[src/rtl/bcd_stopwatch.sv]
// bcd_stopwatch: multi-digit decimal stopwatch/timer with 7-segment outputs.
// Divides the system clock down to a count tick, counts up or down in BCD
// with full ripple carry/borrow per tick, and supports run/stop, lap-freeze,
// preload and end-of-range wrap or saturate-and-stop.
//
// Ports:
//   CLOCK_50    in   system clock
//   RESET       in   synchronous active-high reset
//   START_STOP  in   single-cycle pulse, toggles run/stop
//   LAP         in   single-cycle pulse, toggles display freeze
//   DOWN        in   count direction level (1 = down)
//   LOAD        in   single-cycle pulse, preload counter from LOAD_VAL
//   LOAD_VAL    in   BCD preload value, digit i at [4i+3:4i]
//   COUNT       out  live BCD count (registered)
//   HEX         out  active-low segments {g..a}, digit i at [7i+6:7i]
//   RUNNING     out  high while running
//   LAP_ACTIVE  out  high while the display is frozen
//   WRAP        out  one-cycle pulse on end-of-range tick
module bcd_stopwatch #(
  parameter int unsigned DIGITS   = 3,
  parameter int unsigned TICK_DIV = 50000000,
  parameter int unsigned SATURATE = 0
) (
  input  logic                  CLOCK_50,
  input  logic                  RESET,
  input  logic                  START_STOP,
  input  logic                  LAP,
  input  logic                  DOWN,
  input  logic                  LOAD,
  input  logic [4*DIGITS-1:0]   LOAD_VAL,
  output logic [4*DIGITS-1:0]   COUNT,
  output logic [7*DIGITS-1:0]   HEX,
  output logic                  RUNNING,
  output logic                  LAP_ACTIVE,
  output logic                  WRAP
);

  localparam int unsigned CW = 4 * DIGITS;
  localparam int unsigned PW = (TICK_DIV > 2) ? $clog2(TICK_DIV) : 1;
  localparam logic [PW-1:0] PRESC_MAX = PW'(TICK_DIV - 1);

  typedef enum logic {ST_STOP, ST_RUN} state_e;

  state_e          state_q, state_d;
  logic [PW-1:0]   presc_q, presc_d;
  logic [CW-1:0]   count_q, count_d;
  logic [CW-1:0]   lap_q, lap_d;
  logic            lap_active_q, lap_active_d;
  logic            wrap_q, wrap_d;

  logic [CW-1:0]   cnt_up_c, cnt_dn_c, load_clamp_c, display_c;
  logic            all9_c, all0_c, tick_c;

  // Ripple increment/decrement; the final carry/borrow flags the range end
  // and the rippled value is already the wrapped result (000 / 999).
  always_comb begin
    logic       carry, borrow;
    logic [3:0] d;
    carry    = 1'b1;
    borrow   = 1'b1;
    cnt_up_c = count_q;
    cnt_dn_c = count_q;
    for (int i = 0; i < int'(DIGITS); i++) begin
      d = count_q[4*i +: 4];
      if (carry) begin
        if (d == 4'd9) begin
          cnt_up_c[4*i +: 4] = 4'd0;
        end else begin
          cnt_up_c[4*i +: 4] = d + 4'd1;
          carry = 1'b0;
        end
      end
      if (borrow) begin
        if (d == 4'd0) begin
          cnt_dn_c[4*i +: 4] = 4'd9;
        end else begin
          cnt_dn_c[4*i +: 4] = d - 4'd1;
          borrow = 1'b0;
        end
      end
    end
    all9_c = carry;
    all0_c = borrow;
  end

  // Preload value with non-decimal digits clamped to 9.
  always_comb begin
    logic [3:0] d;
    load_clamp_c = '0;
    for (int i = 0; i < int'(DIGITS); i++) begin
      d = LOAD_VAL[4*i +: 4];
      load_clamp_c[4*i +: 4] = (d > 4'd9) ? 4'd9 : d;
    end
  end

  assign tick_c = (state_q == ST_RUN) && (presc_q == PRESC_MAX);

  // Next-state: LOAD beats START_STOP beats tick; LAP is handled alongside.
  always_comb begin
    state_d      = state_q;
    presc_d      = presc_q;
    count_d      = count_q;
    lap_d        = lap_q;
    lap_active_d = lap_active_q;
    wrap_d       = 1'b0;

    if (LAP) begin
      lap_active_d = ~lap_active_q;
      if (!lap_active_q) lap_d = count_q;
    end

    if (LOAD) begin
      count_d = load_clamp_c;
      presc_d = '0;
    end else begin
      if (state_q == ST_RUN) presc_d = tick_c ? '0 : presc_q + PW'(1);
      if (tick_c) begin
        if (DOWN) begin
          if (all0_c) begin
            wrap_d = 1'b1;
            if (SATURATE != 0) state_d = ST_STOP;
            else               count_d = cnt_dn_c;
          end else begin
            count_d = cnt_dn_c;
          end
        end else begin
          if (all9_c) begin
            wrap_d = 1'b1;
            if (SATURATE != 0) state_d = ST_STOP;
            else               count_d = cnt_up_c;
          end else begin
            count_d = cnt_up_c;
          end
        end
      end
      if (START_STOP) state_d = (state_q == ST_RUN) ? ST_STOP : ST_RUN;
    end
  end

  // State registers.
  always_ff @(posedge CLOCK_50) begin
    if (RESET) begin
      state_q      <= ST_STOP;
      presc_q      <= '0;
      count_q      <= '0;
      lap_q        <= '0;
      lap_active_q <= 1'b0;
      wrap_q       <= 1'b0;
    end else begin
      state_q      <= state_d;
      presc_q      <= presc_d;
      count_q      <= count_d;
      lap_q        <= lap_d;
      lap_active_q <= lap_active_d;
      wrap_q       <= wrap_d;
    end
  end

  assign COUNT      = count_q;
  assign RUNNING    = (state_q == ST_RUN);
  assign LAP_ACTIVE = lap_active_q;
  assign WRAP       = wrap_q;
  assign display_c  = lap_active_q ? lap_q : count_q;

  // Active-low {g..a} decode; non-decimal codes blank.
  function automatic logic [6:0] seg7(input logic [3:0] d);
    case (d)
      4'd0:    seg7 = 7'b1000000;
      4'd1:    seg7 = 7'b1111001;
      4'd2:    seg7 = 7'b0100100;
      4'd3:    seg7 = 7'b0110000;
      4'd4:    seg7 = 7'b0011001;
      4'd5:    seg7 = 7'b0010010;
      4'd6:    seg7 = 7'b0000010;
      4'd7:    seg7 = 7'b1111000;
      4'd8:    seg7 = 7'b0000000;
      4'd9:    seg7 = 7'b0010000;
      default: seg7 = 7'b1111111;
    endcase
  endfunction

  for (genvar g = 0; g < int'(DIGITS); g++) begin : g_hex
    assign HEX[7*g +: 7] = seg7(display_c[4*g +: 4]);
  end

endmodule
[config.mk]
export PLATFORM = sky130hd
export DESIGN_NAME = bcd_stopwatch
export DESIGN_NICKNAME = d
export VERILOG_FILES = /design/src/rtl/bcd_stopwatch.sv
export SDC_FILE = /design/constraint.sdc
export NUM_CORES = 1
export LEC_CHECK = 0
export BUFFER_PORTS_ARGS = -buffer_cell sky130_fd_sc_hd__buf_4
export CAP_MARGIN = 20
export CORE_MARGIN = 2
export CORE_UTILIZATION = 39
export CTS_BUF_LIST = sky130_fd_sc_hd__clkbuf_2 sky130_fd_sc_hd__clkbuf_4 sky130_fd_sc_hd__clkbuf_8
export DETAILED_ROUTE_END_ITERATION = 7
export SETUP_SLACK_MARGIN = 0.05
export SLEW_MARGIN = 0
export SYNTH_ARGS = -nofsm -noshare
export SYNTH_HDL_FRONTEND = slang
export SYNTH_SLANG_ARGS = --single-unit
export TNS_END_PERCENT = 10
[constraint.sdc]
create_clock -name CLOCK_50 -period 1.97 [get_ports CLOCK_50]
set_input_delay 0.394 -clock CLOCK_50 [delete_from_list [all_inputs] [get_ports CLOCK_50]]
set_output_delay 0.394 -clock CLOCK_50 [all_outputs]
set_load 0.05 [all_outputs]
### Yosys cells after proc, flatten, opt, wreduce, memory -nomap -nowiden

Memories as Yosys holds them, arrays and structs flattened.
Cells that the tools add are included.

| operators by class | value |
|---|---|
| add/sub/neg operators | 7 |
| magnitude comparators | 3 |
| equal/unequal tests | 6 |
| multiplexer cells | 32 |
| bitwise logic cells | 3 |
| reductions and logical operators | 12 |

Operators by type and width:

| operator | count |
|---|---|
| 2-to-1 mux 4 bit | 13 |
| 2-to-1 mux 12 bit | 4 |
| adder 26 x 1 -> 26 bit (second input constant) | 1 |
| equality test 26 bit (second input constant) | 1 |
| 2-to-1 mux 26 bit | 1 |
| 2-to-1 mux 1 bit | 14 |
| adder 4 x 1 -> 4 bit (second input constant) | 3 |
| equality test 4 bit (second input constant) | 3 |
| > comparator 4 bit (second input constant) | 3 |
| logical NOT 4 bit | 3 |
| subtractor 4 x 1 -> 4 bit (second input constant) | 3 |
| inequality test 3 x 1 -> 1 bit (second input constant) | 2 |
| AND reduction 3 bit | 2 |
| nonzero test 3 bit | 2 |
| NOT 1 bit | 3 |
| OR reduction 3 bit | 1 |
| AND reduction 2 bit | 1 |
| nonzero test 2 bit | 1 |
| OR reduction 2 bit | 1 |
| logical AND 1 bit | 1 |

| word-level totals | value |
|---|---|
| register bits | 53 |
| bits in read-only memories | 336 |
| input port bits | 18 |
| output and inout port bits | 36 |
| logic and storage cells | 74 |
| memories kept | 3 |

Memory list:

| name | words | bits a word | read ports | clocked after Yosys merged registers in | wr ports | RTL line | source |
|---|---|---|---|---|---|---|---|
| (name not given) | 16 | 7 | 1 | 0 | 0 | 167 | `case (d)` |
| (name not given) | 16 | 7 | 1 | 0 | 0 | 167 |  |
| (name not given) | 16 | 7 | 1 | 0 | 0 | 167 |  |

### Logic depth before layout (Yosys ltp)

| depth | value |
|---|---|
| depth after elaboration | 7 |
| gate-level depth with buffers | 8 |
| gate-level depth less buffers | 6 |

### Worst setup path before layout

No wires, ideal clock.

| path | value |
|---|---|
| kind | register to output |
| from | reg lap_active_q, in the netlist LAP_ACTIVE |
| to | out HEX[17] |
| arrival | 2.719 ns |
| required time | 1.576 ns |
| path slack | -1.143 ns |
| stages on the path, launching flop included | 8 |
| buffers on the path | 1 |
| cell sequence | dfxtp_1 > clkbuf_1 > mux2_2 > inv_1 > ha_1 > nor2_1 > o21a_1 > a21oi_1 |

| between the ends | value |
|---|---|
| word-level cells in the longest chain between the ends | 2 |

RTL lines:

| item | RTL line | source |
|---|---|---|
| start, declared | 48 | `logic lap_active_q, lap_active_d;` |
| start signal, assigned | 154 | `lap_active_q <= lap_active_d;` |
| 2-to-1 mux 12 bit | n/a |  |
| net display_c[9] | 51 | `logic [CW-1:0] cnt_up_c, cnt_dn_c, load_clamp_c, display_c;` |
| memory read (16 x 7 bit) | n/a |  |
| end, declared | 32 | `output logic [7*DIGITS-1:0] HEX,` |

The timed path passes the listed nets, and every way through them passes these cells.

### Final worst setup path

Same ends and word-level chain as after synthesis.

==> impl_metrics.tcl <==
set metrics [dict create \
    vias 3745 \
    yosys_warnings 0 \
    path_clk_slew_ns 0.10 \
    detail_route.wirelength_um 10000 \
    use_met3_pct 2.346 \
    status "finished, violations left" \
    rsz0062_at_grt "yes" \
    gp_congestion 0.8764 \
    synth_nets 518 \
    drtIter0Drc 102 \
    endpoint_kind "output pin" \
    power_mw 3.010 \
    fin_skew_ns 0.01430 \
    crit_required_ns 1.58 \
    nNetsFinal 622 \
    seq_area_um2 1092 \
    period_needed_ns 2.301 \
    final_max_slew_viol_count 0 \
    grt_max_degree 33 \
    clk_latency_ns 0.32 \
    synth_area_leaders "dfxtp_1 (29%), nor2_1 (6.3%), ha_1 (5.4%)" \
    multi_input_area_um2 2932 \
    synth_top_area_share_pct 28.53 \
    crit_path_max_fanout 4 \
    violations "negative setup slack" \
    core_um2 9240 \
    sequentialPowerShare_pct 38.0 \
    critPathArrivalTime_ns 1.91 \
    antenna_found_initial 0 \
    synth.distinct_cells 62 \
    synth_most_common_cell "nor2_1" \
    busiest_layer "met2" \
    crit_start "LAP_ACTIVE$_SDFFE_PP0P_" \
    clockBufferDepth 2 \
    rows 35 \
    cts_hold_buf 0 \
    cts_tree "done" \
    drive_gt1_share_pct 41.43 \
    p_sw_share_pct 38.17 \
    h-tree-depth 2 \
    fmax_mhz 434.7 \
    async_flop_share_pct 0 \
    yosys-top-cells-count "nor2_1 (62), dfxtp_1 (53), nand2_1 (52), a21oi_1 (37), clkbuf_1 (23)" \
    synth_area_leader_cell "dfxtp_1" \
    first_pass_iters 4 \
    fin_util_pct 59.08 \
    r2r-start "presc_q[11]$_SDFFE_PP0P_" \
    synth_edf_count 0 \
    critPathKind "reg2out" \
    synth_cells 484 \
    ys_seq_area_share_pct 28.53 \
    antenna_left 0 \
    numCtsBuffers 5 \
    synth_seq_cells 53 \
    clockPowerShare_pct 22.0 \
    p_leak_nw 2.069 \
    die_y_um 101.6 \
    power_frac_comb_pct 40.0 \
    internal-power_mw 1.861 \
    fin_ws_ns -0.3305 \
    final.period_utilization_pct 116.8 \
    start_util_pct 40.24 \
    hp-start "LOAD_VAL[10]" \
    dieArea_um2 10330 \
    root_buffer "clkbuf_8" \
    hold_violations 0 \
    synth_top_flop_cell "dfxtp_1" \
    n_fill_cell 835 \
    max-slew-margin-rel_pct 66.76 \
    crit_path_start_kind "flop" \
    syn2layout_area_growth_pct 46.80 \
    setup_viol 21 \
    grtUsageMet2_pct 31.98 \
    use_met1_pct 27.40 \
    syn_area_um2 3719 \
    wl_per_cell_um 13.93 \
    hp-class "in2reg" \
    maxCapViolCount 0 \
    n_antenna_cell 0 \
    io_buffers 53 \
    grt_pass1_wl_um 16520 \
    drc 0 \
    p_per_area_nw_per_um2 551.4 \
    ios 54 \
    p_switching_mw 1.149 \
    syn_avg_cell_area_um2 7.683 \
    peakVddDrop_mv 0.3812 \
    die_w_um 101.6 \
    grtUsageTotal_pct 19.51 \
    tightestPinTransition_ns 0.4986 \
    hpwl_um 7381 \
    first_global_vias 3518 \
    clock-sinks 53 \
    viasPerCell 5.216 \
    overflow 0 \
    tns_ns -5.153 \
    whs_ns 0.2908 \
]
[power groups by stage]
stage / sequential (mW) / clock [mW] / combinational [mW]
floorplan: 1.21 / 0 / 0.712
global placement: 1.17 / 0 / 1.06
detailed placement: 1.17 / 0 / 1.07
CTS: 1.14 / 0.683 / 1.17
global route: 1.15 / 0.714 / 1.29
finish: 1.14 / 0.663 / 1.20
[area by class of cell]
| type | count | area share [%] |
|---|---|---|
| clock inverters | 3 | 0.4584 |
| repair buffers | 132 | 20.61 |
| well taps | 129 | 2.957 |
| multi-input cells | 384 | 53.70 |
| inverters | 12 | 1.008 |
| flip-flops and latches | 53 | 20.01 |
| clock buffers | 5 | 1.261 |
[registers in the layout (all words and copies together) (netlist names)]
signal and cells:
COUNT 12, LAP_ACTIVE 1, RUNNING 1, WRAP 1, lap_q 12, presc_q 26
[per-layer routing]
layer / wire [um] / part of all wire (%)
met1: 4949 / 49
met2: 4648 / 46
met3: 340 / 3.4
met4: 62 / 0.62
met5: 0 / 0
[critical path: stages (launching register included)]
cell and delay (ns):
dfxtp_4 0.40, buf_12 0.12, mux2_4 0.33, inv_4 0.08
ha_1 0.25, buf_4 0.15, a21oi_4 0.11, buf_6 0.17
[metrics by stage]
| step | setup WS [ns] | std cells | instance area, um^2 |
|---|---|---|---|
| 2_1_floorplan | -0.1995 | 484 | 4071 |
| 3_3_place_gp | -0.05095 | 702 | 4992 |
| 3_5_place_dp | -0.1002 | 702 | 4992 |
| 4_1_cts | -0.3410 | 715 | 5316 |
| 5_1_grt | -0.4042 | 718 | 5459 |
| 6_report | -0.3305 | 718 | 5459 |
[layout by cell type (no fill, tap or decap), types with 7 or more instances in the layout]
| cell type | count |
|---|---|
| nand2_1 | 50 |
| xor2_1 | 9 |
| buf_6 | 23 |
| a21oi_4 | 8 |
| dfxtp_2 | 16 |
| xnor2_1 | 21 |
| nor3_1 | 11 |
| ha_1 | 9 |
| o21ai_0 | 12 |
| nor2_1 | 49 |
| a21oi_1 | 25 |
| nor2_2 | 8 |
| inv_1 | 7 |
| nand2b_1 | 9 |
| nand3_1 | 18 |
| nor2b_1 | 11 |
| buf_4 | 104 |
| nand4_1 | 7 |
| dfxtp_1 | 34 |
[kinds of logic after synthesis]
family / after synthesis / share of synthesized area [%]
AND/OR/NAND/NOR: 222 / 32.03
buffers and inverters: 47 / 5.316
multiplexers: 13 / 3.668
adder cells (fa/ha/maj): 16 / 5.384
flip-flops: 53 / 28.53
XOR/XNOR: 30 / 7.066
AO/OA/AOI/OAI: 103 / 18.00
[timing repair]
item | 4_1_cts | 5_1_grt
endpoints found under the setup margin | 25 | 36
pin swaps | 9 | 7
gates resized for setup | 50 | 30
buffers inserted | 6 | 3
[worst paths after layout]
path	end	slack, ns	depth (start not counted)
max	HEX[17]	-0.33	7
min	COUNT[10]$_SDFFE_PP0P_	0.29	3
max reg2reg	COUNT[10]$_SDFFE_PP0P_	0.04	5
min reg2reg	lap_q[5]$_SDFFE_PP0P_	0.46	2
Power figures use the tool's default switching activity.
